[src/rtl/npu_pkg.sv]
// Shared types and output formatting for the vector MAC block.
package npu_pkg;

  typedef enum logic [1:0] {IDLE, ACCUM, HOLD} state_e;

  localparam int NPU_LANES  = 4;
  localparam int NPU_DATA_W = 16;
  localparam int SAT_W      = 64;

  typedef logic [NPU_LANES-1:0][NPU_DATA_W-1:0] lane_vec_t;

  // Shift, optional ReLU, then clamp to a signed dw-bit range; callers truncate.
  function automatic logic signed [SAT_W-1:0] sat_shift(
    input logic signed [SAT_W-1:0] v,
    input int unsigned             shift,
    input int unsigned             dw,
    input logic                    relu
  );
    logic signed [SAT_W-1:0] s, mx, mn;
    s  = v >>> shift;
    mx = (64'sd1 <<< (dw - 1)) - 64'sd1;
    mn = -(64'sd1 <<< (dw - 1));
    if (relu && s < 0) return '0;
    if (s > mx) return mx;
    if (s < mn) return mn;
    return s;
  endfunction

endpackage

[src/rtl/npu_mac_lane.sv]
// One MAC lane: accumulator plus registered, formatted result.
module npu_mac_lane
  import npu_pkg::*;
#(
  parameter int DATA_W = 16,
  parameter int ACC_W  = 35,
  parameter int SHIFT  = 0
) (
  input  logic                     clk,
  input  logic                     rst,
  input  logic signed [DATA_W-1:0] a,
  input  logic signed [DATA_W-1:0] w,
  input  logic                     load,
  input  logic                     add,
  input  logic                     zero,
  input  logic                     cap,
  input  logic                     relu,
  output logic        [DATA_W-1:0] res
);

  logic signed [2*DATA_W-1:0] prod;
  logic signed [ACC_W-1:0]    acc_d, acc_q;
  logic        [DATA_W-1:0]   res_d, res_q;
  logic signed [SAT_W-1:0]    acc_wide;

  assign prod = a * w;

  always_comb begin
    acc_d = acc_q;
    if (zero)      acc_d = '0;
    else if (load) acc_d = ACC_W'(prod);
    else if (add)  acc_d = acc_q + ACC_W'(prod);
  end

  // Capture from the next-state accumulator so the result lands with the final beat.
  always_comb begin
    acc_wide = SAT_W'(acc_d);
    res_d    = res_q;
    if (cap) res_d = DATA_W'(sat_shift(acc_wide, SHIFT, DATA_W, relu));
  end

  always_ff @(posedge clk or posedge rst) begin
    if (rst) begin
      acc_q <= '0;
      res_q <= '0;
    end else begin
      acc_q <= acc_d;
      res_q <= res_d;
    end
  end

  assign res = res_q;

endmodule

[src/rtl/npu_vec_mac.sv]
// LANES-wide signed MAC with DEPTH-beat accumulation and valid/ready result port.
module npu_vec_mac
  import npu_pkg::*;
#(
  parameter int LANES  = 4,
  parameter int DATA_W = 16,
  parameter int DEPTH  = 8,
  parameter int SHIFT  = 0,
  parameter int CNT_W  = $clog2(DEPTH + 1)
) (
  input  logic                          clk,
  input  logic                          rst,
  input  logic                          enable,
  input  logic                          in_valid,
  input  logic [LANES-1:0][DATA_W-1:0]  raw_in,
  input  logic [LANES-1:0][DATA_W-1:0]  weight_in,
  input  logic                          relu_en,
  input  logic                          clear,
  output logic [LANES-1:0][DATA_W-1:0]  raw_out,
  output logic                          out_valid,
  input  logic                          out_ready,
  output logic                          done,
  output logic [CNT_W-1:0]              countOut
);

  localparam int ACC_W = 2*DATA_W + $clog2(DEPTH);

  state_e           state_d, state_q;
  logic [CNT_W-1:0] cnt_d, cnt_q;
  logic             out_valid_d, out_valid_q;
  logic             done_d, done_q;
  logic             accept, last_beat, drain;

  assign accept    = enable & in_valid & (state_q != HOLD) & ~clear;
  assign last_beat = accept & (state_q == ACCUM) & (cnt_q == CNT_W'(DEPTH - 1));
  assign drain     = clear | ((state_q == HOLD) & out_ready);

  always_comb begin
    state_d     = state_q;
    cnt_d       = cnt_q;
    out_valid_d = out_valid_q;
    done_d      = 1'b0;
    if (clear) begin
      state_d     = IDLE;
      cnt_d       = '0;
      out_valid_d = 1'b0;
    end else begin
      case (state_q)
        IDLE: if (accept) begin
          state_d = ACCUM;
          cnt_d   = CNT_W'(1);
        end
        ACCUM: if (accept) begin
          cnt_d = cnt_q + 1'b1;
          if (last_beat) begin
            state_d     = HOLD;
            out_valid_d = 1'b1;
            done_d      = 1'b1;
          end
        end
        HOLD: if (out_ready) begin
          state_d     = IDLE;
          cnt_d       = '0;
          out_valid_d = 1'b0;
        end
        default: state_d = IDLE;
      endcase
    end
  end

  always_ff @(posedge clk or posedge rst) begin
    if (rst) begin
      state_q     <= IDLE;
      cnt_q       <= '0;
      out_valid_q <= 1'b0;
      done_q      <= 1'b0;
    end else begin
      state_q     <= state_d;
      cnt_q       <= cnt_d;
      out_valid_q <= out_valid_d;
      done_q      <= done_d;
    end
  end

  for (genvar g = 0; g < LANES; g++) begin : g_lane
    npu_mac_lane #(.DATA_W(DATA_W), .ACC_W(ACC_W), .SHIFT(SHIFT)) u_lane (
      .clk  (clk),
      .rst  (rst),
      .a    (raw_in[g]),
      .w    (weight_in[g]),
      .load (accept & (state_q == IDLE)),
      .add  (accept & (state_q == ACCUM)),
      .zero (drain),
      .cap  (last_beat),
      .relu (relu_en),
      .res  (raw_out[g])
    );
  end

  assign out_valid = out_valid_q;
  assign done      = done_q;
  assign countOut  = cnt_q;

endmodule

[config.mk]
export PLATFORM = sky130hd
export DESIGN_NAME = npu_vec_mac
export DESIGN_NICKNAME = d
export VERILOG_FILES = /design/src/rtl/npu_pkg.sv /design/src/rtl/npu_mac_lane.sv /design/src/rtl/npu_vec_mac.sv
export SDC_FILE = /design/constraint.sdc
export NUM_CORES = 2
export LEC_CHECK = 0
export BUFFER_PORTS_ARGS = -buffer_cell sky130_fd_sc_hd__buf_2
export CELL_PAD_IN_SITES_DETAIL_PLACEMENT = 0
export CELL_PAD_IN_SITES_GLOBAL_PLACEMENT = 1
export CORE_MARGIN = 1.5
export CORE_UTILIZATION = 30
export CTS_CLUSTER_SIZE = 40
export DETAILED_ROUTE_END_ITERATION = 6
export PLACE_DENSITY_LB_ADDON = 0.3
export SYNTH_ARGS = -nofsm -noshare
export SYNTH_HDL_FRONTEND = slang
export SYNTH_SLANG_ARGS = --single-unit
[constraint.sdc]
create_clock -name clk -period 5.8 [get_ports clk]
set_input_delay 0.58 -clock clk [delete_from_list [all_inputs] [get_ports clk]]
set_output_delay 0.58 -clock clk [all_outputs]
set_load 0.005 [all_outputs]
==> flow_metrics.tcl <==
set metrics [dict create \
    worst_pin_slew_ns 0.964 \
    required_ns 6.28 \
    finalHoldViolCount 0 \
    cts_sinks 212 \
    cpPeakStageDelay_ns 0.53 \
    grt_use_met3_pct 1.26 \
    yosys.area_share.simple_pct 17.5 \
    viasPerCell 4.76 \
    status "finished with violations" \
    yosysSeqAreaShare_pct 9.13 \
    slowest_stage "fa_1" \
    grt_max_degree 140 \
    avgSynthCellArea_um2 8.66 \
    slew_headroom_pct 35.8 \
    cp_max_fo 8 \
    place_ws_ns -3.56 \
    synthFlopType "dfrtp_1" \
    fin_tns_setup_ns -250.96 \
    vias 51314 \
    setup.worst_path.end_class "flip-flop" \
    synth-async-reset-ratio_pct 100 \
    syn_to_final_growth_pct 40.0 \
    fmax_ghz 0.120 \
    rows 161 \
    dpl.cell_count 10528 \
    worst-path-buf-inv 7 \
    slew_violations 0 \
    cts_tree "done" \
    grt_pass1_wl_um 302000 \
    setup_viol 163 \
    min_period_ns 8.37 \
    finalNonFillerCells 10771 \
    synth_nets 8381 \
    grt.total_usage_pct 18.9 \
    synthesis.area_um2 58100 \
    synth.distinct_cells 102 \
    reg2reg_depth 16 \
    hp-start "out_ready" \
    ctsLongestPathBuffers 3 \
    drc 0 \
    grt.busiest_layer "met2" \
    antenna_found_initial 5 \
    worst_hold_slack_ns 0.280 \
    yosys_warnings 0 \
    place_hpwl_um 155000 \
    synthMuxAreaShare_pct 0.527 \
    synth_top_family_by_area "adder cells" \
    cp_top_family "adder cells" \
    skew_ns 0.0139 \
    wirelength_um 187000 \
    syn_inst 6711 \
    core-area_um2 193000 \
    grt_pass1_vias 55372 \
    drive_gt1_share_pct 34.8 \
    synth_seq_cells 212 \
    min_path_type "in2reg" \
    drt-initial-drc-count 2101 \
    timing.rr.end "g_lane[0].u_lane.res[10]" \
    r2r_start "state_q[0]" \
    cts.clk_slew.worst_paths_ns 0.06 \
    die-width_um 443 \
    crit_type "in2reg" \
    drv_cap 0 \
    cts_inserted_buffers 31 \
    gr-usage-met2_pct 33.8 \
    routedWlPerCell_um 17.3 \
    gr-usage-met1_pct 25.1 \
    cp.arrival_ns 8.84 \
    hold-path-cell-count 2 \
    start_kind "primary input" \
    fin_ws_ns -2.57 \
    ant_nets 0 \
    final_nets 9891 \
    fin_crit_sh_pct 144 \
    regToRegSetupSlack_ns 0.90 \
    min_to "out_valid" \
    synth_compound_area_share_pct 12.6 \
    die-area_um2 196000 \
    overflow 0 \
    clkLatencyLatePin_ns 0.60 \
    synth_xor_area_share_pct 3.44 \
    die_h_um 443 \
    start_util_pct 30.2 \
    path_common_cell "fa_1" \
    root_buffer "clkbuf_16" \
    gp_congestion 0.883 \
    drt_pass1_iterations 5 \
    numPortBuffers 204 \
    rsz0062_at_grt "true" \
    violations "negative setup slack" \
    synth_edf_count 0 \
    yosys.area_share.adder_pct 46.6 \
    ioPinCount 205 \
    cts-htree-levels 1 \
]
-- how the worst max path moves through the flow --
| stage | slack (ns) | end | start | cells after the start |
|---|---|---|---|---|
| finish | -2.57 | g_lane[2].u_lane.res[8] | raw_in[42] | 34 |
| global route | -2.87 | g_lane[2].u_lane.res[15] | weight_in[38] | 36 |
| CTS | -2.64 | g_lane[2].u_lane.res[8] | weight_in[37] | 35 |
| detailed placement | -3.56 | g_lane[0].u_lane.res[10] | raw_in[11] | 32 |
| global placement | -3.55 | g_lane[2].u_lane.res[8] | weight_in[36] | 35 |
| floorplan | -2.48 | g_lane[0].u_lane.res[11] | weight_in[15] | 36 |
-- layout make-up --
class / count / area, µm²
clock inverter: 15 / 245
sequential: 212 / 5310
inverter: 1263 / 4770
clock buffer: 40 / 860
tap: 2526 / 3160
fill: 19091 / 111000
multi-input combinational: 4973 / 52900
timing repair buffer: 1740 / 14100
antenna: 2 / 5.00
-- sequential cells by signal, summed over array words and instances, names as in the netlist --
register             cells
g_lane.u_lane.acc_q    140
g_lane.u_lane.res       64
countOut                 4
state_q                  2
done                     1
out_valid                1
-- worst register-to-register path, stage by stage (launching register included) --
cell	delay, ns
dfrtp_1	0.37
inv_1	0.08
ha_1	0.33
nand3b_1	0.29
nor2_1	0.49
nand2_4	0.58
a2111oi_0	0.80
a2bb2oi_2	0.23
buf_4	0.13
nand3_1	0.16
nor4_4	0.27
nand3_1	0.15
nor4_2	0.17
and4_4	0.28
nor3_4	0.05
buf_12	0.18
a311oi_1	0.24
-- metal layers --
layer	up-vias	share of wire, %
li1	24336	-
met1	26041	45
met2	756	51
met3	181	2.6
met4	0	2.1
met5	-	0
-- synthesized netlist by cell type (all sizes together), types with 44 or more instances --
| master | count | area share (%) |
|---|---|---|
| inv | 1263 | 8.2 |
| fa | 1052 | 36 |
| nand2 | 797 | 5.2 |
| and2 | 509 | 5.5 |
| ha | 483 | 10 |
| nor2 | 365 | 2.4 |
| a21oi | 287 | 2.5 |
| clkbuf | 234 | 1.7 |
| o21ai | 227 | 2.0 |
| dfrtp | 212 | 9.1 |
| xnor2 | 164 | 2.5 |
| a21o | 75 | 0.97 |
| a211oi | 69 | 0.99 |
| nand3 | 68 | 0.59 |
| nor3 | 66 | 0.57 |
| xor2 | 62 | 0.93 |
| nand2b | 58 | 0.62 |
| o211ai | 55 | 0.71 |
| o21a | 44 | 0.57 |
-- cell usage in the layout, fill, tap and decap left out, drive strengths merged, types with 14 or more instances in the layout --
master  instances
ha            483
or3            29
a211o          15
mux2i          25
clkbuf         47
nor4           19
o21bai         29
nand3b         14
o31ai          20
and3           33
nor2          365
and2          509
buf          1732
a22o           16
o211ai         55
nor3           66
nand3          68
inv          1262
xnor2         164
o211a          14
a21oi         287
nor2b          27
a211oi         69
xor2           62
a31oi          31
o221ai         17
nand2b         58
nand4          37
a311oi         37
o21a           44
a21boi         15
dfrtp         212
o21ai         227
nand2         798
fa           1052
a21o           75
-- timing repair --
item / in CTS / in global routing
setup buffers: 83 / 126
gates resized for setup: 592 / 588
hold buffers: 1 / 0
endpoints found under the hold margin: 10 / 0
pin swaps: 223 / 369
gates cloned: 5 / 2
endpoints found under the setup margin: 166 / 172
-- cell families (layout without fill, tap and decap cells) --
logic type	Yosys count	after routing
buf+inv	1527	3058
mux	30	30
xor+xnor	227	227
fa+ha+maj	1535	1535
compound gates	1089	1089
other cells	0	2
simple gates	2091	2092
flops	212	212
-- per-stage QoR --
step / util [%] / instance area [µm²]
2_1_floorplan: - / 61200
3_3_place_gp: 38.3 / 73700
3_5_place_dp: 38.3 / 73700
4_1_cts: 40.5 / 78000
5_1_grt: 42.2 / 81400
6_report: 42.2 / 81400
Power is left out: the tool's default activity adds up to more than one toggle a clock period on the data nets, which glitch-free logic cannot reach.
